--- src/rtl/rf_cmd_resp.sv ---
// RF-unit command responder: parses EB 90 command frames from the UART RX byte stream,
// applies set commands to the gain/frequency outputs and queues a 7-byte answer for UART TX.
//
// state    | meaning
// RX_H0    | hunting for first header byte
// RX_H1    | first header seen, expecting second (HDR0 again resyncs)
// RX_TYPE  | next byte is the command type
// RX_PAY   | collecting 6 payload bytes G3..G0 F1 F0
// RX_CSUM  | next byte is the checksum; frame completes on it
// TX_IDLE  | no answer in flight
// TX_SEND  | answer bytes being offered to the transmitter
module rf_cmd_resp #(
    parameter int unsigned TIMEOUT_CYC = 100000,
    parameter logic [7:0]  HDR0        = 8'hEB,
    parameter logic [7:0]  HDR1        = 8'h90
) (
    input  logic        clk,
    input  logic        rst_n,
    input  logic [7:0]  i_rx_data,
    input  logic        i_rx_data_vld,
    output logic [7:0]  o_tx_data,
    output logic        o_tx_data_vld,
    input  logic        i_tx_ready,
    output logic [31:0] o_rf_agin,
    output logic [15:0] o_rf_freq,
    output logic        o_rf_cfg_vld,
    output logic [31:0] o_frame_cnt,
    output logic [31:0] o_err_cnt,
    output logic [15:0] o_drop_cnt
);

    localparam int unsigned       TMO_W    = $clog2(TIMEOUT_CYC + 1);
    localparam logic [TMO_W-1:0]  TMO_LAST = TMO_W'(TIMEOUT_CYC - 1);

    typedef enum logic [2:0] {RX_H0, RX_H1, RX_TYPE, RX_PAY, RX_CSUM} rx_state_t;
    typedef enum logic {TX_IDLE, TX_SEND} tx_state_t;

    rx_state_t        rx_state;
    tx_state_t        tx_state;
    logic [7:0]       type_r;
    logic [7:0]       sum_r;
    logic [47:0]      pay_r;
    logic [2:0]       pay_idx;
    logic [TMO_W-1:0] tmo_cnt;
    logic [47:0]      ans_sr;
    logic [2:0]       tx_idx;

    logic             frame_done;
    logic [7:0]       status;
    logic             do_apply;
    logic [15:0]      ans_freq;
    logic [7:0]       ans_type;
    logic [7:0]       ans_acs;

    always_comb begin
        frame_done = i_rx_data_vld && (rx_state == RX_CSUM);
        if (sum_r != i_rx_data)
            status = 8'h01;
        else if (type_r != 8'h01 && type_r != 8'h02)
            status = 8'h02;
        else
            status = 8'h00;
        do_apply = (type_r == 8'h01) && (status == 8'h00);
        // the answer reports the frequency as it will be after this frame
        ans_freq = do_apply ? pay_r[15:0] : o_rf_freq;
        ans_type = type_r | 8'h80;
        ans_acs  = ans_type + status + ans_freq[15:8] + ans_freq[7:0];
    end

    always_ff @(posedge clk or negedge rst_n) begin
        if (!rst_n) begin
            rx_state     <= RX_H0;
            type_r       <= '0;
            sum_r        <= '0;
            pay_r        <= '0;
            pay_idx      <= '0;
            tmo_cnt      <= '0;
            o_rf_agin    <= '0;
            o_rf_freq    <= '0;
            o_rf_cfg_vld <= 1'b0;
            o_frame_cnt  <= '0;
            o_err_cnt    <= '0;
        end else begin
            o_rf_cfg_vld <= 1'b0;
            if (i_rx_data_vld) begin
                tmo_cnt <= '0;
                case (rx_state)
                    RX_H0: if (i_rx_data == HDR0) rx_state <= RX_H1;
                    RX_H1: begin
                        if (i_rx_data == HDR1)
                            rx_state <= RX_TYPE;
                        else if (i_rx_data != HDR0)
                            rx_state <= RX_H0;
                    end
                    RX_TYPE: begin
                        type_r   <= i_rx_data;
                        sum_r    <= i_rx_data;
                        pay_idx  <= '0;
                        rx_state <= RX_PAY;
                    end
                    RX_PAY: begin
                        pay_r <= {pay_r[39:0], i_rx_data};
                        sum_r <= sum_r + i_rx_data;
                        if (pay_idx == 3'd5)
                            rx_state <= RX_CSUM;
                        else
                            pay_idx <= pay_idx + 3'd1;
                    end
                    RX_CSUM: begin
                        rx_state    <= RX_H0;
                        o_frame_cnt <= o_frame_cnt + 32'd1;
                        if (status != 8'h00)
                            o_err_cnt <= o_err_cnt + 32'd1;
                        if (do_apply) begin
                            o_rf_agin    <= pay_r[47:16];
                            o_rf_freq    <= pay_r[15:0];
                            o_rf_cfg_vld <= 1'b1;
                        end
                    end
                    default: rx_state <= RX_H0;
                endcase
            end else if (rx_state != RX_H0) begin
                if (tmo_cnt == TMO_LAST) begin
                    tmo_cnt   <= '0;
                    rx_state  <= RX_H0;
                    o_err_cnt <= o_err_cnt + 32'd1;
                end else begin
                    tmo_cnt <= tmo_cnt + TMO_W'(1);
                end
            end else begin
                tmo_cnt <= '0;
            end
        end
    end

    always_ff @(posedge clk or negedge rst_n) begin
        if (!rst_n) begin
            tx_state      <= TX_IDLE;
            o_tx_data     <= '0;
            o_tx_data_vld <= 1'b0;
            ans_sr        <= '0;
            tx_idx        <= '0;
            o_drop_cnt    <= '0;
        end else begin
            case (tx_state)
                TX_IDLE: begin
                    if (frame_done) begin
                        ans_sr        <= {HDR1, ans_type, status, ans_freq, ans_acs};
                        o_tx_data     <= HDR0;
                        o_tx_data_vld <= 1'b1;
                        tx_idx        <= '0;
                        tx_state      <= TX_SEND;
                    end
                end
                TX_SEND: begin
                    // a frame finishing while busy keeps its config effect but loses its answer
                    if (frame_done && o_drop_cnt != 16'hFFFF)
                        o_drop_cnt <= o_drop_cnt + 16'd1;
                    if (o_tx_data_vld && i_tx_ready) begin
                        if (tx_idx == 3'd6) begin
                            o_tx_data_vld <= 1'b0;
                            tx_state      <= TX_IDLE;
                        end else begin
                            o_tx_data <= ans_sr[47:40];
                            ans_sr    <= {ans_sr[39:0], 8'h00};
                            tx_idx    <= tx_idx + 3'd1;
                        end
                    end
                end
                default: tx_state <= TX_IDLE;
            endcase
        end
    end

endmodule
--- config.mk ---
export PLATFORM = sky130hd
export DESIGN_NAME = rf_cmd_resp
export DESIGN_NICKNAME = d
export VERILOG_FILES = /design/src/rtl/rf_cmd_resp.sv
export SDC_FILE = /design/constraint.sdc
export NUM_CORES = 1
export LEC_CHECK = 0
export ABC_AREA = 1
export BUFFER_PORTS_ARGS = -buffer_cell sky130_fd_sc_hd__buf_2
export CAP_MARGIN = 10
export CORE_MARGIN = 2
export CORE_UTILIZATION = 30
export DETAILED_ROUTE_END_ITERATION = 10
export SYNTH_ARGS = -nofsm -noshare
export SYNTH_HDL_FRONTEND = slang
export SYNTH_SLANG_ARGS = --single-unit
--- constraint.sdc ---
create_clock -name clk -period 4.6 [get_ports clk]
set_clock_uncertainty 0.15 [all_clocks]
set_input_delay 0.92 -clock clk [delete_from_list [all_inputs] [get_ports clk]]
set_output_delay 0.92 -clock clk [all_outputs]
set_load 0.01 [all_outputs]
==> results.cfg <==
[outcome]
status = finished, final reports clean

[power]
p_per_area_nw_per_um2 = 512
total_power_mw = 8.32
pwr-share-clk_pct = 32.6
switching_share_pct = 33.5
sequentialPowerShare_pct = 41.3
p_sw_mw = 2.79
total_leakage_power_nw = 8.10
ir_drop_mv = 0.297
combinationalPowerShare_pct = 26.1
intPower_mw = 5.53

[global_routing]
antenna_found_initial = 2
grt_pass1_wl_mm = 55.6
grt_use_met3_pct = 1.96
gr-total-overflow = 0
grt_pass1_vias = 10553
grtUsageMet1_pct = 20.2
grt_usage_pct = 14.5
grt_start_max_net_pins = 108
busiest_layer = met2
use_met2_pct = 23.2

[drt]
routedWlPerCell_um = 14.3
viasPerCell = 4.60
final_antenna_net_count = 0
vias = 10870
drt_iter0_markers = 825
drcViolationCount = 0
wirelength_mm = 33.7
firstDrtPassIters = 5

[yosys]
synth_area_um2 = 13400
syn_inst = 1564
synth_cell_types = 44
synth-xor-area-share_pct = 5.41
synthAdderAreaFrac_pct = 4.00
yosysTopAreaCell = dfrtp_1
synth_edf_count = 0
seq_area_frac_synth_pct = 51.6
synth.area.top_cells = dfrtp_1, nand2_1, o21ai_0, inv_1, xor2_1
synth_top_area_share_pct = 51.6
synth-compound-area-share_pct = 9.99
yosys.area_share.simple_pct = 22.3
synthArstFlopShare_pct = 100
yosys_warnings = 0
synthMuxAreaShare_pct = 0.158
synth_nets = 1613
synth-seq-cells = 277
ys.flop_type = dfrtp_1
syn-mean-instance-area_um2 = 8.59
synth_top_family_by_area = simple AND/OR/NAND/NOR gates

[worst_setup_path]
crit_family = adder cells
cpPeakStageDelay_ns = 0.53
crit_type = input pin to flip-flop
critPathMaxFanout = 3
cp-end-kind = flip-flop
path_cells = buf_2, ha_1, nor2_1, nand2_1, nor2_1, buf_4, and2_1, inv_1, nor2_1, inv_1, fa_1, fa_1, inv_1, ha_1, fa_1, inv_1, nor3_1, nor2_1, nand3b_1, nand2_1, nand2_1, nand3_1, nand2_1
worstPathArrival_ns = 4.62
critical_path.slowest_cell = fa_1
path_buf_inv = 6
cp.required_ns = 4.97
crit_path_start_kind = input pin

[flow_run]
drv_cap = 0

[clock_network]
cts_tree = done
cts_resized = 0
cts.sinks = 277
clkTransAtPathRegs_ns = 0.06
numCtsBuffers = 31
htree_levels = 1
post-cts-setup-buffer-count = 0
cts_hold_buf = 0
clk_latency_ns = 0.58
cts_root_buffer = clkbuf_16
cts_buffer_depth = 3

[place]
dp_cells = 2304
numPortBuffers = 149
gp_congestion = 0.898
dpl-instance-area_um2 = 15100
hpwl_mm = 24.2
dp_slack_ns = -0.214

[floorplanning]
coreArea_um2 = 44200
initial_core_util_pct = 30.4
die_x_um = 216
fp.dieH_um = 216
die_area_um2 = 46500
io-pin-count = 150
rows = 77

[finish]
finalNonFillerCells = 2361
nets = 1794
final_layout_size_suffix_gt1_share_pct = 15.6
area_delta_synth_final_pct = 20.8
multi_input_area_um2 = 5620
seqCellArea_um2 = 6930
postLayoutCellArea_um2 = 16200
fillers = 4534

[sta]
max_slew_margin_pct = 40.0
setup_viol = 0
fin_crit_sh_pct = 92.5
setup_tns_ns = 0
worst_pin_slew_ns = 0.899
rsz0062_at_grt = no
finalHoldViolations = 0
setup_ws_ns = 0.346
fmax_mhz = 235
period_needed_ns = 4.25
maxSlewViolCount = 0

[worst_hold_path]
hold_class = input pin to async pin
-- cell families after synthesis --
kind of cell / after synthesis
xor+xnor: 83
mux: 2
fa+ha+maj: 37
buf+inv: 224
compound gates: 251
flops: 277
simple gates: 690
-- Yosys cell counts, drive strengths merged (2+ instances only) --
master / instances
o21ai: 166
o221ai: 2
xor2: 50
nand3: 44
buf: 23
o211ai: 9
nor4: 13
clkbuf: 25
dfrtp: 277
a22o: 3
nand4: 36
fa: 10
xnor2: 33
inv: 176
nor2: 113
a31oi: 9
nor3b: 4
nand2: 428
nor3: 44
nand3b: 5
a21oi: 48
ha: 27
o21a: 4
o22ai: 8
-- area by class of cell --
cell class,count,share of cell area (%)
sequential,277,42.7
tap,592,4.56
antenna,1,0.0154
inverter,176,4.07
clock inverter,15,1.63
multi-input combinational,1063,34.6
clock buffer,41,5.26
timing repair buffer,196,7.14
-- final timing paths --
path | slack (ns) | to | from | cells after the start
max in group asynchronous | 3.01 | pay_r[25] | rst_n | 2
min reg2reg | 0.31 | o_frame_cnt[31] | o_frame_cnt[31] | 1
max | 0.35 | ans_sr[7] | i_rx_data[3] | 23
max reg2reg | 0.40 | ans_sr[7] | sum_r[1] | 22
min in group clk | 0.31 | o_frame_cnt[31] | o_frame_cnt[31] | 1
min | 0.24 | o_drop_cnt[9] | rst_n | 1
-- worst register-to-register path: cells and delay by family, from the launching register on --
kind / cells / cell delay (ns)
fa+ha+maj: 5 / 1.91
simple gates: 12 / 1.24
buf+inv: 5 / 0.44
flops: 1 / 0.41
-- cells in the final DEF (no fill, tap or decap), types with 5 or more instances in the layout --
cell type,n
nand2_1,428
dfrtp_1,277
inv_1,167
buf_2,148
o21ai_0,143
nor2_1,108
xor2_1,50
a21oi_1,48
nand3_1,43
buf_4,43
nor3_1,39
xnor2_1,33
nand4_1,33
clkbuf_16,31
ha_1,27
o21ai_1,21
nor4_1,11
fa_1,10
inv_2,9
a31oi_1,9
o211ai_1,9
o22ai_1,8
bufinv_16,7
clkbuf_1,6
nor2_4,5
nand3b_1,5
-- power by group through the flow --
stage / sequential [mW] / combinational [mW] / clock (mW)
2_1_floorplan: 3.40 / 1.47 / 0
3_3_place_gp: 3.46 / 2.12 / 0
3_5_place_dp: 3.48 / 2.18 / 0
4_1_cts: 3.44 / 2.20 / 2.79
5_1_grt: 3.52 / 2.51 / 2.89
6_report: 3.44 / 2.17 / 2.71
-- flip-flops by register name, indices dropped and copies added (netlist names) --
name	flops
ans_sr	48
o_drop_cnt	16
o_err_cnt	32
o_frame_cnt	32
o_rf_agin	32
o_rf_cfg_vld	1
o_rf_freq	16
o_tx_data	8
o_tx_data_vld	1
pay_idx	3
pay_r	48
rx_state	3
sum_r	8
tmo_cnt	17
tx_idx	3
tx_state	1
type_r	8
-- routing by layer --
metal	vias up	wire, µm
li1	5435	-
met1	5165	15800
met2	214	15400
met3	56	1510
met4	0	973
met5	-	0
-- metrics by stage --
stage | hold slack [ns] | util [%]
final | 0.244 | 36.7
after global routing | 0.341 | 36.7
after CTS | 0.291 | 36.7
after detailed placement | 0.307 | 34.2
after global placement | 0.302 | 34.2
after floorplan | 0.283 | -
(Power assumes the default switching activity.)
